## src/rtl/tp84_snd_pkg.sv

```systemverilog
// Shared types for the Time Pilot '84 CPU-to-sound-board command link.
// Holds the FIFO entry format and the transmit/read state encodings.
package tp84_snd_pkg;

   typedef enum logic {
      OP_DATA = 1'b0,
      OP_IRQ  = 1'b1
   } op_t;

   typedef enum logic [1:0] {
      TX_IDLE,
      TX_SETUP,
      TX_LOW,
      TX_HOLD
   } tx_state_t;

   typedef enum logic [1:0] {
      RD_IDLE,
      RD_ASSERT,
      RD_SAMPLE
   } rd_state_t;

   typedef struct packed {
      op_t        op;
      logic [7:0] data;
   } cmd_t;

   localparam logic [2:0] RD_SEL_IN5 = 3'd4;
   localparam cmd_t IRQ_ENTRY = '{op: OP_IRQ, data: 8'h00};

endpackage

```

## src/rtl/tp84_cmd_fifo.sv

```systemverilog
// Small synchronous command FIFO with a second write port so a DATA and an
// IRQ entry can be queued in the same cycle (din first, din2 behind it).
module tp84_cmd_fifo
   import tp84_snd_pkg::*;
#(
   parameter int DEPTH = 4,
   localparam int AW = $clog2(DEPTH),
   localparam int CW = AW + 1
) (
   input  logic          clk_14m,
   input  logic          n_reset,
   input  logic          push,
   input  logic          push2,
   input  cmd_t          din,
   input  cmd_t          din2,
   input  logic          pop,
   output cmd_t          head,
   output logic          full,
   output logic          empty,
   output logic [CW-1:0] count
);

   cmd_t          mem [DEPTH];
   logic [AW-1:0] wr_ptr_reg;
   logic [AW-1:0] rd_ptr_reg;
   logic [CW-1:0] count_reg;

   // Caller guarantees free space for every push and push2 only with push.
   always_ff @(posedge clk_14m) begin
      if (!n_reset) begin
         wr_ptr_reg <= '0;
         rd_ptr_reg <= '0;
         count_reg  <= '0;
      end else begin
         wr_ptr_reg <= wr_ptr_reg + AW'(push) + AW'(push2);
         rd_ptr_reg <= rd_ptr_reg + AW'(pop);
         count_reg  <= count_reg + CW'(push) + CW'(push2) - CW'(pop);
      end
   end

   always_ff @(posedge clk_14m) begin
      if (push)
         mem[wr_ptr_reg] <= din;
      if (push2)
         mem[wr_ptr_reg + AW'(1)] <= din2;
   end

   assign head  = mem[rd_ptr_reg];
   assign full  = (count_reg == CW'(DEPTH));
   assign empty = (count_reg == '0);
   assign count = count_reg;

endmodule

```

## src/rtl/tp84_snd_cmd_tx.sv

```systemverilog
// CPU-board side of the TP84 sound link: queues latch/interrupt requests and
// replays them with fixed setup/pulse/hold, and runs the ioen/in5 read cycles.
module tp84_snd_cmd_tx
   import tp84_snd_pkg::*;
#(
   parameter int DEPTH   = 4,
   parameter int SETUP   = 2,
   parameter int PULSE   = 4,
   parameter int HOLD    = 2,
   parameter int RD_WAIT = 3
) (
   input  logic       clk_14m,
   input  logic       n_reset,
   input  logic       cmd_wr,
   input  logic [7:0] cmd_data,
   input  logic       irq_wr,
   output logic       cmd_ready,
   output logic       cmd_ovf,
   output logic       tx_busy,
   input  logic       rd_req,
   input  logic [2:0] rd_sel,
   output logic       rd_ready,
   output logic       rd_valid,
   output logic [7:0] rd_data,
   output logic [7:0] cpubrd_Din,
   output logic       sound_data,
   output logic       sound_on,
   output logic       ioen,
   output logic       in5,
   output logic       cpubrd_A5,
   output logic       cpubrd_A6,
   input  logic [7:0] sndbrd_Dout
);

   localparam int CW = $clog2(DEPTH) + 1;

   logic [CW-1:0] fifo_count;
   logic          fifo_full, fifo_empty;
   cmd_t          fifo_head, push_din;
   logic          accept_data, accept_irq, push, push2, pop;

   // A paired DATA+IRQ request needs two slots; otherwise only DATA goes in.
   always_comb begin
      accept_data = cmd_wr && !fifo_full;
      accept_irq  = irq_wr && (cmd_wr ? (fifo_count <= CW'(DEPTH - 2)) : !fifo_full);
      push        = accept_data || accept_irq;
      push2       = accept_data && accept_irq;
      push_din    = accept_data ? '{op: OP_DATA, data: cmd_data} : IRQ_ENTRY;
   end

   tp84_cmd_fifo #(.DEPTH(DEPTH)) u_fifo (
      .clk_14m (clk_14m),
      .n_reset (n_reset),
      .push    (push),
      .push2   (push2),
      .din     (push_din),
      .din2    (IRQ_ENTRY),
      .pop     (pop),
      .head    (fifo_head),
      .full    (fifo_full),
      .empty   (fifo_empty),
      .count   (fifo_count)
   );

   tx_state_t  tx_state_reg, tx_state_next;
   logic [7:0] tx_cnt_reg, tx_cnt_next;
   op_t        op_reg, op_next;
   logic [7:0] din_reg, din_next;
   logic       sound_data_reg, sound_data_next;
   logic       sound_on_reg, sound_on_next;
   logic       cmd_ovf_reg;

   always_comb begin
      tx_state_next = tx_state_reg;
      tx_cnt_next   = tx_cnt_reg + 8'd1;
      op_next       = op_reg;
      din_next      = din_reg;
      pop           = 1'b0;
      case (tx_state_reg)
         TX_IDLE: begin
            tx_cnt_next = '0;
            if (!fifo_empty) begin
               pop           = 1'b1;
               op_next       = fifo_head.op;
               tx_state_next = TX_SETUP;
               if (fifo_head.op == OP_DATA)
                  din_next = fifo_head.data;
            end
         end
         TX_SETUP: if (tx_cnt_reg == 8'(SETUP - 1)) begin
            tx_state_next = TX_LOW;
            tx_cnt_next   = '0;
         end
         TX_LOW: if (tx_cnt_reg == 8'(PULSE - 1)) begin
            tx_state_next = TX_HOLD;
            tx_cnt_next   = '0;
         end
         TX_HOLD: if (tx_cnt_reg == 8'(HOLD - 1)) begin
            tx_state_next = TX_IDLE;
            tx_cnt_next   = '0;
         end
         default: tx_state_next = TX_IDLE;
      endcase
      sound_data_next = !(tx_state_next == TX_LOW && op_next == OP_DATA);
      sound_on_next   = !(tx_state_next == TX_LOW && op_next == OP_IRQ);
   end

   always_ff @(posedge clk_14m) begin
      if (!n_reset) begin
         tx_state_reg   <= TX_IDLE;
         tx_cnt_reg     <= '0;
         op_reg         <= OP_DATA;
         din_reg        <= 8'h00;
         sound_data_reg <= 1'b1;
         sound_on_reg   <= 1'b1;
         cmd_ovf_reg    <= 1'b0;
      end else begin
         tx_state_reg   <= tx_state_next;
         tx_cnt_reg     <= tx_cnt_next;
         op_reg         <= op_next;
         din_reg        <= din_next;
         sound_data_reg <= sound_data_next;
         sound_on_reg   <= sound_on_next;
         cmd_ovf_reg    <= (cmd_wr && !accept_data) || (irq_wr && !accept_irq);
      end
   end

   rd_state_t  rd_state_reg, rd_state_next;
   logic [7:0] rd_cnt_reg, rd_cnt_next;
   logic       a5_reg, a5_next, a6_reg, a6_next;
   logic       sel_in5_reg, sel_in5_next;
   logic [7:0] samp_reg, samp_next;
   logic [7:0] rd_data_reg, rd_data_next;
   logic       rd_valid_reg, rd_valid_next;
   logic       ioen_reg, ioen_next, in5_reg, in5_next, sel_low;

   // Address goes out one cycle ahead of the select so A6/A5 are settled
   // for the whole low period; the byte is captured while the select is low.
   always_comb begin
      rd_state_next = rd_state_reg;
      rd_cnt_next   = rd_cnt_reg + 8'd1;
      a5_next       = a5_reg;
      a6_next       = a6_reg;
      sel_in5_next  = sel_in5_reg;
      samp_next     = samp_reg;
      rd_data_next  = rd_data_reg;
      rd_valid_next = 1'b0;
      case (rd_state_reg)
         RD_IDLE: begin
            rd_cnt_next = '0;
            if (rd_req) begin
               if (rd_sel <= RD_SEL_IN5) begin
                  rd_state_next = RD_ASSERT;
                  a6_next       = rd_sel[1];
                  a5_next       = rd_sel[0];
                  sel_in5_next  = (rd_sel == RD_SEL_IN5);
               end else begin
                  samp_next     = 8'hFF;
                  rd_state_next = RD_SAMPLE;
               end
            end
         end
         RD_ASSERT: if (rd_cnt_reg == 8'(RD_WAIT)) begin
            samp_next     = sndbrd_Dout;
            rd_state_next = RD_SAMPLE;
         end
         RD_SAMPLE: begin
            rd_data_next  = samp_reg;
            rd_valid_next = 1'b1;
            rd_state_next = RD_IDLE;
         end
         default: rd_state_next = RD_IDLE;
      endcase
      sel_low   = (rd_state_next == RD_ASSERT) && (rd_cnt_next != '0);
      ioen_next = !(sel_low && !sel_in5_next);
      in5_next  = !(sel_low && sel_in5_next);
   end

   always_ff @(posedge clk_14m) begin
      if (!n_reset) begin
         rd_state_reg <= RD_IDLE;
         rd_cnt_reg   <= '0;
         a5_reg       <= 1'b0;
         a6_reg       <= 1'b0;
         sel_in5_reg  <= 1'b0;
         samp_reg     <= 8'hFF;
         rd_data_reg  <= 8'hFF;
         rd_valid_reg <= 1'b0;
         ioen_reg     <= 1'b1;
         in5_reg      <= 1'b1;
      end else begin
         rd_state_reg <= rd_state_next;
         rd_cnt_reg   <= rd_cnt_next;
         a5_reg       <= a5_next;
         a6_reg       <= a6_next;
         sel_in5_reg  <= sel_in5_next;
         samp_reg     <= samp_next;
         rd_data_reg  <= rd_data_next;
         rd_valid_reg <= rd_valid_next;
         ioen_reg     <= ioen_next;
         in5_reg      <= in5_next;
      end
   end

   assign cmd_ready  = !fifo_full;
   assign cmd_ovf    = cmd_ovf_reg;
   assign tx_busy    = !fifo_empty || (tx_state_reg != TX_IDLE);
   assign cpubrd_Din = din_reg;
   assign sound_data = sound_data_reg;
   assign sound_on   = sound_on_reg;
   assign rd_ready   = (rd_state_reg == RD_IDLE);
   assign rd_valid   = rd_valid_reg;
   assign rd_data    = rd_data_reg;
   assign ioen       = ioen_reg;
   assign in5        = in5_reg;
   assign cpubrd_A5  = a5_reg;
   assign cpubrd_A6  = a6_reg;

endmodule

```

## config.mk

```make
export PLATFORM = sky130hd
export DESIGN_NAME = tp84_snd_cmd_tx
export DESIGN_NICKNAME = d
export VERILOG_FILES = /design/src/rtl/tp84_snd_pkg.sv /design/src/rtl/tp84_cmd_fifo.sv /design/src/rtl/tp84_snd_cmd_tx.sv
export SDC_FILE = /design/constraint.sdc
export NUM_CORES = 1
export LEC_CHECK = 0
export BUFFER_PORTS_ARGS = -buffer_cell sky130_fd_sc_hd__buf_2
export CORE_MARGIN = 3
export CORE_UTILIZATION = 59
export CTS_CLUSTER_SIZE = 10
export DETAILED_ROUTE_END_ITERATION = 10
export PLACE_DENSITY_LB_ADDON = 0.05
export SLEW_MARGIN = 20
export SYNTH_ARGS = -nofsm -noshare
export SYNTH_HDL_FRONTEND = slang
export SYNTH_HIERARCHICAL = 1
export SYNTH_SLANG_ARGS = --single-unit
```

## constraint.sdc

```tcl
create_clock -name clk_14m -period 5.2 [get_ports clk_14m]
set_clock_uncertainty 0.15 [all_clocks]
set_input_delay 0.52 -clock clk_14m [delete_from_list [all_inputs] [get_ports clk_14m]]
set_output_delay 0.52 -clock clk_14m [all_outputs]
set_load 0.02 [all_outputs]
```

# == Word level (Yosys, flattened, before mapping) ==
# Memories as Yosys holds them, arrays and structs flattened. A register that Yosys moved wholly into a read port is not among the register bits.
# Cells that the tools add are included.
# totals
in_bits,24
output_inout_bits,27
memories,1
romBits,0
ramBits,36
latchBits,0
register_bits,61
wordCells,114
# memory_table
memory,depth,width,read_ports,rd_ports_with_merged_regs,write_ports,line,rtl
u_fifo.mem,4,9,1,1,2,tp84_cmd_fifo.sv:23,cmd_t mem [DEPTH];
# op_classes
addsub,9
n_reduce_logical,32
n_eq_ne,15
magnitude_cmp,2
shifts,0
mux,32
div,0
multipliers,0
bitwise_logic,3
# op_table
cell,count
$mux 8,6
$pmux 8 s3,1
$add 8x1->8 const B,2
$eq 8x2->1 const B,2
$mux 2,8
$pmux 8 s2,1
$mux 1,13
$logic_and 1x1->1,10
$logic_not 1->1,9
$mux 9,1
$eq 2x2->1 const B,4
$eq 8x1->1 const B,1
$pmux 2 s4,1
$reduce_bool 8->1,1
$add 2x1->2,3
$add 3x1->3,2
$eq 2x1->1 const B,3
$eq 3x3->1 const B,2
$ne 2x2->1 const B,3
$reduce_and 3->1,2
$logic_not 2->1,2
$pmux 2 s2,1
$reduce_and 4->1,1
$reduce_bool 2->1,2
other kinds (8),12

# == Longest topological paths before layout ==
# Gate-level depths: netlist of run 1.
# depth
word_depth,8
ltp_mapped,10
ltp_nobuf,10

# == Cells and area by module ==
# Netlist of run 1, hierarchy kept.
# by_module_without_submodules
mod,n_inst,seq_area_each_um2,area_per_inst_um2,cells_each
tp84_snd_cmd_tx,1,1081.0,2316.0,257
tp84_cmd_fifo,1,1221.2,2168.3,126

# == Worst setup path after synthesis of run 1 ==
# OpenSTA, ideal clock, no wires.
# synth_path
kind,input to register
from,in cmd_wr
to,"reg u_fifo.count_reg[2], in the netlist u_fifo/count[2]"
path_buffers,0
stages,9
required_ns,4.935
arrival_time_ns,2.796
setup_time_ns,0.115
slack_ns,2.139
path_cell_list,nor2b_1 and3_1 inv_1 ha_1 inv_1 fa_1 fa_1 xnor3_1 and2_1
# synth_between
elab_cells_between_ends,8
cone_classes,3 x add/sub; 1 x mux; 4 x reduce/logical
# synth_rtl
element,line,rtl
start: declaration,tp84_snd_cmd_tx.sv:14,"input logic cmd_wr,"
$mux 1,tp84_snd_cmd_tx.sv:45,accept_irq = irq_wr && (cmd_wr ? (fifo_count <= CW'(DEPTH - 2)) : !fifo_full);
$logic_and 1x1->1,tp84_snd_cmd_tx.sv:45,
$logic_and 1x1->1 *,tp84_snd_cmd_tx.sv:47,push2 = accept_data && accept_irq;
via push2,tp84_snd_cmd_tx.sv:40,"logic accept_data, accept_irq, push, push2, pop;"
$add 3x1->3 *,tp84_cmd_fifo.sv:37,count_reg <= count_reg + CW'(push) + CW'(push2) - CW'(pop);
$sub 3x1->3 *,tp84_cmd_fifo.sv:37,
end signal: assignment,tp84_cmd_fifo.sv:37,
end: declaration,tp84_cmd_fifo.sv:26,logic [CW-1:0] count_reg;
# The timed path passes the listed nets; every way through them passes the cells marked *.
# A chain may end at the register's enable or synchronous reset.

# == Worst setup path after layout of run 1 ==
# layout_path
from,"reg u_fifo.count_reg[2], in the netlist u_fifo/count[2]"
to,"reg u_fifo.count_reg[2], in the netlist u_fifo/count[2]"
# layout_between
elab_cells_between_ends,14
cone_classes,3 x add/sub; 1 x order compare; 1 x eq/ne; 3 x mux; 6 x reduce/logical
# layout_rtl
element,line,rtl
$eq 3x3->1 *,tp84_cmd_fifo.sv:49,assign full = (count_reg == CW'(DEPTH));
via fifo_full,tp84_snd_cmd_tx.sv:38,"logic fifo_full, fifo_empty;"
$logic_not 1->1 *,"tp84_snd_cmd_tx.sv:44, tp84_snd_cmd_tx.sv:45",
$mux 1,tp84_snd_cmd_tx.sv:45,
$logic_and 1x1->1,tp84_snd_cmd_tx.sv:45,
$logic_and 1x1->1 *,tp84_snd_cmd_tx.sv:47,
via push2,tp84_snd_cmd_tx.sv:40,
$add 3x1->3 *,tp84_cmd_fifo.sv:37,
$sub 3x1->3 *,tp84_cmd_fifo.sv:37,
# Marked as above.

==> results_dict.tcl, run 1 <==
set metrics [dict create \
    cts_made_buffers 9 \
    cts_tree "yes" \
    holdWs_ns 0.270 \
    min_period_over_period_pct 64.3 \
    drc 0 \
    cts_resized 0 \
    worst_setup_path_start_kind "flop" \
    clock_path_buffers 2 \
    yosysTopAreaCell "dfxtp_1" \
    rows 31 \
    p_clk_share_pct 23.2 \
    postLayoutCoreUtil_pct 70.0 \
    synthTopCellsByCount "dfxtp_1, edfxtp_1, mux2_2, nor2_1, nand2_1" \
    critical_path_class "flop to flop" \
    slowest_delay_ns 0.46 \
    largest-register "u_fifo/mem" \
    grt_pass1_vias 2917 \
    drv_cap 0 \
    status "finished clean" \
    clkLatencyLatePin_ns 0.36 \
    grt_setup_unrepaired "no" \
    ys_types 54 \
    cp-end-kind "flop" \
    power.internal_mw 1.61 \
    critPathMaxFanout 10 \
    cts.reportedPaths.clkPinSlew_ns 0.09 \
    cts_htree_levels 3 \
    n_antenna_cell 0 \
    switchingPower_mw 0.730 \
    antenna_found_initial 0 \
    wl_um 8170 \
    grt_max_degree 45 \
    root_buffer "clkbuf_8" \
    wl_per_cell_um 14.4 \
    syn2layout_area_growth_pct 14.4 \
    placed_area_mm2 0.00490 \
    drive_gt1_share_pct 26.3 \
    nets 494 \
    grt.total_usage_pct 20.7 \
    async_reset_ff_share_pct 0 \
    dr.pass1.iters 4 \
    synth.most_common_cell "dfxtp_1" \
    postCtsSetupBuffers 0 \
    p_comb_share_pct 29.1 \
    netlist_instances 383 \
    overflow 0 \
    finalSetupViolations 0 \
    hold_class "input pin to flop" \
    num_vias 2924 \
    setup_tns_ns 0 \
    ys_seq_area_share_pct 51.3 \
    maxSlewViolCount 0 \
    nFillCells 560 \
    ys_ff_latch 97 \
    synth_warnings 6 \
    vias_per_cell 5.17 \
    grt_pass1_wl_um 13900 \
    leakage_nw 2.07 \
    tightestPinTransition_ns 0.957 \
    start_util_pct 61.2 \
    synthTopCellsByArea "dfxtp_1, edfxtp_1, mux2_2" \
    gp_congestion 0.777 \
    cp.required_ns 5.30 \
    crit_chain "nor3b_1 > nor2b_1 > and3_1 > inv_1 > ha_1 > inv_1 > fa_1 > fa_1 > xnor3_1 > and2_1" \
    port_buffers 50 \
    finalPower_mw 2.34 \
    max_freq_mhz 299 \
    crit_slowest_cell "and3_1" \
    die_width_um 93.2 \
    cts.sinks 97 \
    syn_avg_cell_area_um2 11.7 \
    finalCriticalPeriod_ns 3.34 \
    swShare_pct 31.2 \
    die_h_um 93.2 \
    cp_data_arrival_time_ns 3.44 \
    power_frac_seq_pct 47.7 \
    largest_register_ffs 36 \
    synth_ff_type "dfxtp_1" \
    drtIter0Drc 107 \
    ant_nets 0 \
    ir_drop_mv 0.264 \
    die_area_mm2 0.00868 \
    powerDensity_mw_per_mm2 455 \
    core_area_mm2 0.00733 \
    dp_hpwl_um 5960 \
    synth-edff-count 36 \
    final_cell_area_mm2 0.00513 \
    synth_top_area_share_pct 27.2 \
    hold_buffers 0 \
    max-slew-margin-rel_pct 35.8 \
    pin_count 51 \
    syn_area_mm2 0.00448 \
    hold_viol 0 \
]
[metrics by stage]
stage / std cells / setup WS (ns)
6_report: 566 / 1.86
4_1_cts: 566 / 1.82
3_5_place_dp: 550 / 1.69
3_3_place_gp: 550 / 1.82
5_1_grt: 566 / 1.66
2_1_floorplan: 417 / 2.14
[routing by layer]
| layer | part of all wire [%] | GRT usage (%) |
|---|---|---|
| met1 | 49 | 29.6 |
| met5 | 0 | 0 |
| met2 | 45 | 31.6 |
| met3 | 3.8 | 4.02 |
| met4 | 1.2 | 7.33 |
[critical path, delay by kind of cell (launching register included)]
family	cells	cell delay (ns)
DFF	1	0.34
and+or+nand+nor	4	1.22
xor gates and xnor gates	1	0.33
buffers and inverters	2	0.13
adders and majority gates	3	1.07
[worst paths after layout]
path	startpoint	end	slack (ns)	cells after the start
setup / recovery	u_fifo/count[2]	u_fifo/count[2]	1.86	10
hold / removal	sndbrd_Dout[7]	samp_reg[7]	0.27	3
setup reg to reg	u_fifo/count[2]	u_fifo/count[2]	1.86	10
hold reg to reg	rd_data[6]	rd_data[6]	0.32	2
[power by group through the flow]
stage / clock network (mW) / logic, mW / registers, mW
final: 0.542 / 0.680 / 1.11
after global routing: 0.590 / 0.752 / 1.14
after CTS: 0.557 / 0.683 / 1.12
after detailed placement: 0 / 0.679 / 1.13
after global placement: 0 / 0.663 / 1.13
after floorplan: 0 / 0.558 / 1.09
[placed cells by master, fill, tap and decap left out, drive strengths merged, types with 3 or more instances in the layout]
cell type / count
dfxtp: 61
buf: 51
conb: 36
edfxtp: 36
mux2: 36
nor2: 34
nand2: 24
nand3: 22
and2: 21
o21ai: 17
nor2b: 13
nor3: 12
clkbuf: 12
mux2i: 10
xnor2: 9
mux4: 9
inv: 9
xor2: 8
ha: 5
nor3b: 5
and3: 4
nand2b: 3
fa: 3
a21boi: 3
nand3b: 3
[logic make-up (layout without fill, tap and decap cells)]
logic type                 after synthesis  after routing  synth area share (%)
AOI/OAI and AO/OA                       32             32                  4.85
xor gates and xnor gates                18             18                  3.82
adders and majority gates                8              8                  2.73
buffers and inverters                   25             75                  2.82
DFF                                     97             97                  51.3
muxes                                   55             55                  15.9
other                                    2             36                 0.167
and+or+nand+nor                        146            146                  18.4
[layout make-up]
type / instances / area (um2) / area share [%]
Clock buffer: 12 / 178 / 3.46
Inverter: 8 / 30.0 / 0.585
Timing Repair Buffer: 51 / 258 / 5.02
Clock inverter: 4 / 55.1 / 1.07
Tap cell: 99 / 124 / 2.41
Multi-Input combinational cell: 295 / 2180 / 42.6
Sequential cell: 97 / 2300 / 44.9
Note: power is estimated with default switching activity, not from simulation.
==> run 2, diff against run 1 <==
Settings changed: CORE_UTILIZATION 59 to 58.
Clock period 5.2 ns to 3.14 ns, I/O delays scaled along.
==> results_dict.tcl, run 2 (same netlist as run 1, synthesis figures left out) <==
set metrics [dict create \
    finalCriticalPeriod_ns 2.79 \
    ant_nets 0 \
    power.internal_mw 2.55 \
    drive_gt1_share_pct 28.2 \
    holdWs_ns 0.0503 \
    p_clk_share_pct 20.5 \
    switchingPower_mw 1.29 \
    mostFrequentLayoutCell "dfxtp_1" \
    pin_count 51 \
    cp.required_ns 3.25 \
    r2r_slack_ns 0.35 \
    crit_slowest_cell "dfxtp_1" \
    clock_path_buffers 2 \
    drc 0 \
    cts.reportedPaths.clkPinSlew_ns 0.11 \
    grt_max_degree 45 \
    max-slew-margin-rel_pct 46.4 \
    min-delay-start "sndbrd_Dout[7]" \
    cp_data_arrival_time_ns 2.91 \
    grt_pass1_vias 2883 \
    clkLatencyLatePin_ns 0.36 \
    crit_chain "nor3b_1 > nor2b_1 > and3_1 > inv_1 > ha_1 > inv_1 > fa_1 > fa_1 > xnor3_1 > and2_1" \
    timing.critical_path.buf_inv 2 \
    power_frac_seq_pct 47.0 \
    hold_viol 0 \
    powerDensity_mw_per_mm2 745 \
    min_period_over_period_pct 89.0 \
    whs_path_depth 3 \
    gp_congestion 0.782 \
    swShare_pct 33.6 \
    cts.sinks 97 \
    worst_setup_path_start_kind "flop" \
    die_area_mm2 0.00882 \
    cts_tree "yes" \
    core_area_mm2 0.00737 \
    hold_path_end "samp_reg[7]" \
    critical_path_class "flop to flop" \
    max_freq_mhz 358 \
    maxSlewViolCount 0 \
    hold_class "input pin to flop" \
    cp-end-kind "flop" \
    timing.rr.end "u_fifo/count[2]" \
    ir_drop_mv 0.470 \
    die_h_um 93.9 \
    wl_per_cell_um 14.8 \
    dp_hpwl_um 6140 \
    start_util_pct 60.8 \
    postLayoutCoreUtil_pct 70.0 \
    root_buffer "clkbuf_8" \
    worst_r2r_startpoint "u_fifo/count[2]" \
    critPathMaxFanout 4 \
    cts_htree_levels 3 \
    port_buffers 50 \
    n_antenna_cell 0 \
    grt_pass1_wl_um 14400 \
    die_width_um 93.9 \
    largest_register_ffs 36 \
    setup_tns_ns 0 \
    wl_um 8510 \
    nets 503 \
    grt_setup_unrepaired "no" \
    vias_per_cell 5.20 \
    tightestPinTransition_ns 0.798 \
    grt.total_usage_pct 21.2 \
    setup_ws_ns 0.345 \
    finalPower_mw 3.85 \
    finalSetupViolations 0 \
    dr.pass1.iters 4 \
    nFillCells 560 \
    status "finished clean" \
    drv_cap 0 \
    num_vias 2992 \
    worstRegToRegCells 10 \
    leakage_nw 2.10 \
    crit_family "adder cells" \
    slowest_delay_ns 0.40 \
    overflow 0 \
    largest-register "u_fifo/mem" \
    layout_common_cells "dfxtp_1, buf_2, conb_1, edfxtp_1" \
    cts_made_buffers 9 \
    p_comb_share_pct 32.4 \
    rows 31 \
    drtIter0Drc 188 \
    antenna_found_initial 0 \
    pre_cts_slack_ns 0.145 \
    syn2layout_area_growth_pct 15.1 \
]
-- run 2: cell types whose count changed in the layout (fill, tap and decap cells not counted) --
cell       delta
buf_4         +9
clkbuf_16     -2
inv_6         +2
inv_8         +2
bufinv_16     -1
clkbuf_1      -1
clkinv_2      -1
inv_4         +1
nor3_1        -1
nor3_2        +1
o21ai_0       +1
o21ai_1       -1
-- run 2: power by group through the flow --
| stage | Clock (mW) | Sequential [mW] | Combinational (mW) |
|---|---|---|---|
| 2_1_floorplan | 0 | 1.80 | 0.924 |
| 3_3_place_gp | 0 | 1.82 | 1.22 |
| 3_5_place_dp | 0 | 1.83 | 1.25 |
| 4_1_cts | 0.807 | 1.81 | 1.26 |
| 5_1_grt | 0.866 | 1.84 | 1.38 |
| 6_report | 0.790 | 1.81 | 1.25 |
-- run 2: through the flow --
stage / instance area [um2] / instances
3_3_place_gp: 4960 / 559
5_1_grt: 5160 / 575
2_1_floorplan: 4610 / 417
4_1_cts: 5150 / 575
6_report: 5160 / 575
3_5_place_dp: 4960 / 559
-- run 2: cell type report --
type	instances	area, um2	share of cell area, %
clock buffer	9	124	2.40
timing repair buffer	60	325	6.30
sequential	97	2300	44.6
inverter	8	30.0	0.582
multi-input combinational	295	2190	42.4
tap	99	124	2.40
clock inverter	7	66.3	1.29
-- run 2: what timing repair did --
item,CTS,global route
endpoints found under the hold margin,0,0
hold buffers,0,0
buffers inserted,0,0
setup endpoints to repair,0,1
gates resized for setup,0,1
-- run 2: routing by layer --
metal / share of wire (%) / track usage, % / vias up / wire length, um
li1: - / - / 1500 / -
met1: 48 / 31.7 / 1426 / 4120
met2: 45 / 31.8 / 60 / 3860
met3: 5.3 / 4.33 / 6 / 453
met4: 0.80 / 5.42 / 0 / 68
met5: 0 / 0 / - / 0
-- run 2: tightest hold or removal path, stage by stage --
cell     delay (ns)
buf_2          0.08
nor2_1         0.04
o21ai_1        0.11
-- run 2: how the worst max path moves through the flow --
| stage | cells past startpoint | slack (ns) | from | end |
|---|---|---|---|---|
| finish | 10 | 0.35 | u_fifo/count[2] | u_fifo/count[2] |
| global route | 10 | 0.13 | u_fifo/count[0] | u_fifo/count[2] |
| CTS | 8 | 0.12 | u_fifo/count[1] | u_fifo/count[2] |
| detailed placement | 8 | 0.15 | u_fifo/count[1] | u_fifo/count[2] |
| global placement | 8 | 0.24 | u_fifo/count[1] | u_fifo/count[2] |
| floorplan | 10 | 0.14 | u_fifo/count[2] | u_fifo/count[2] |
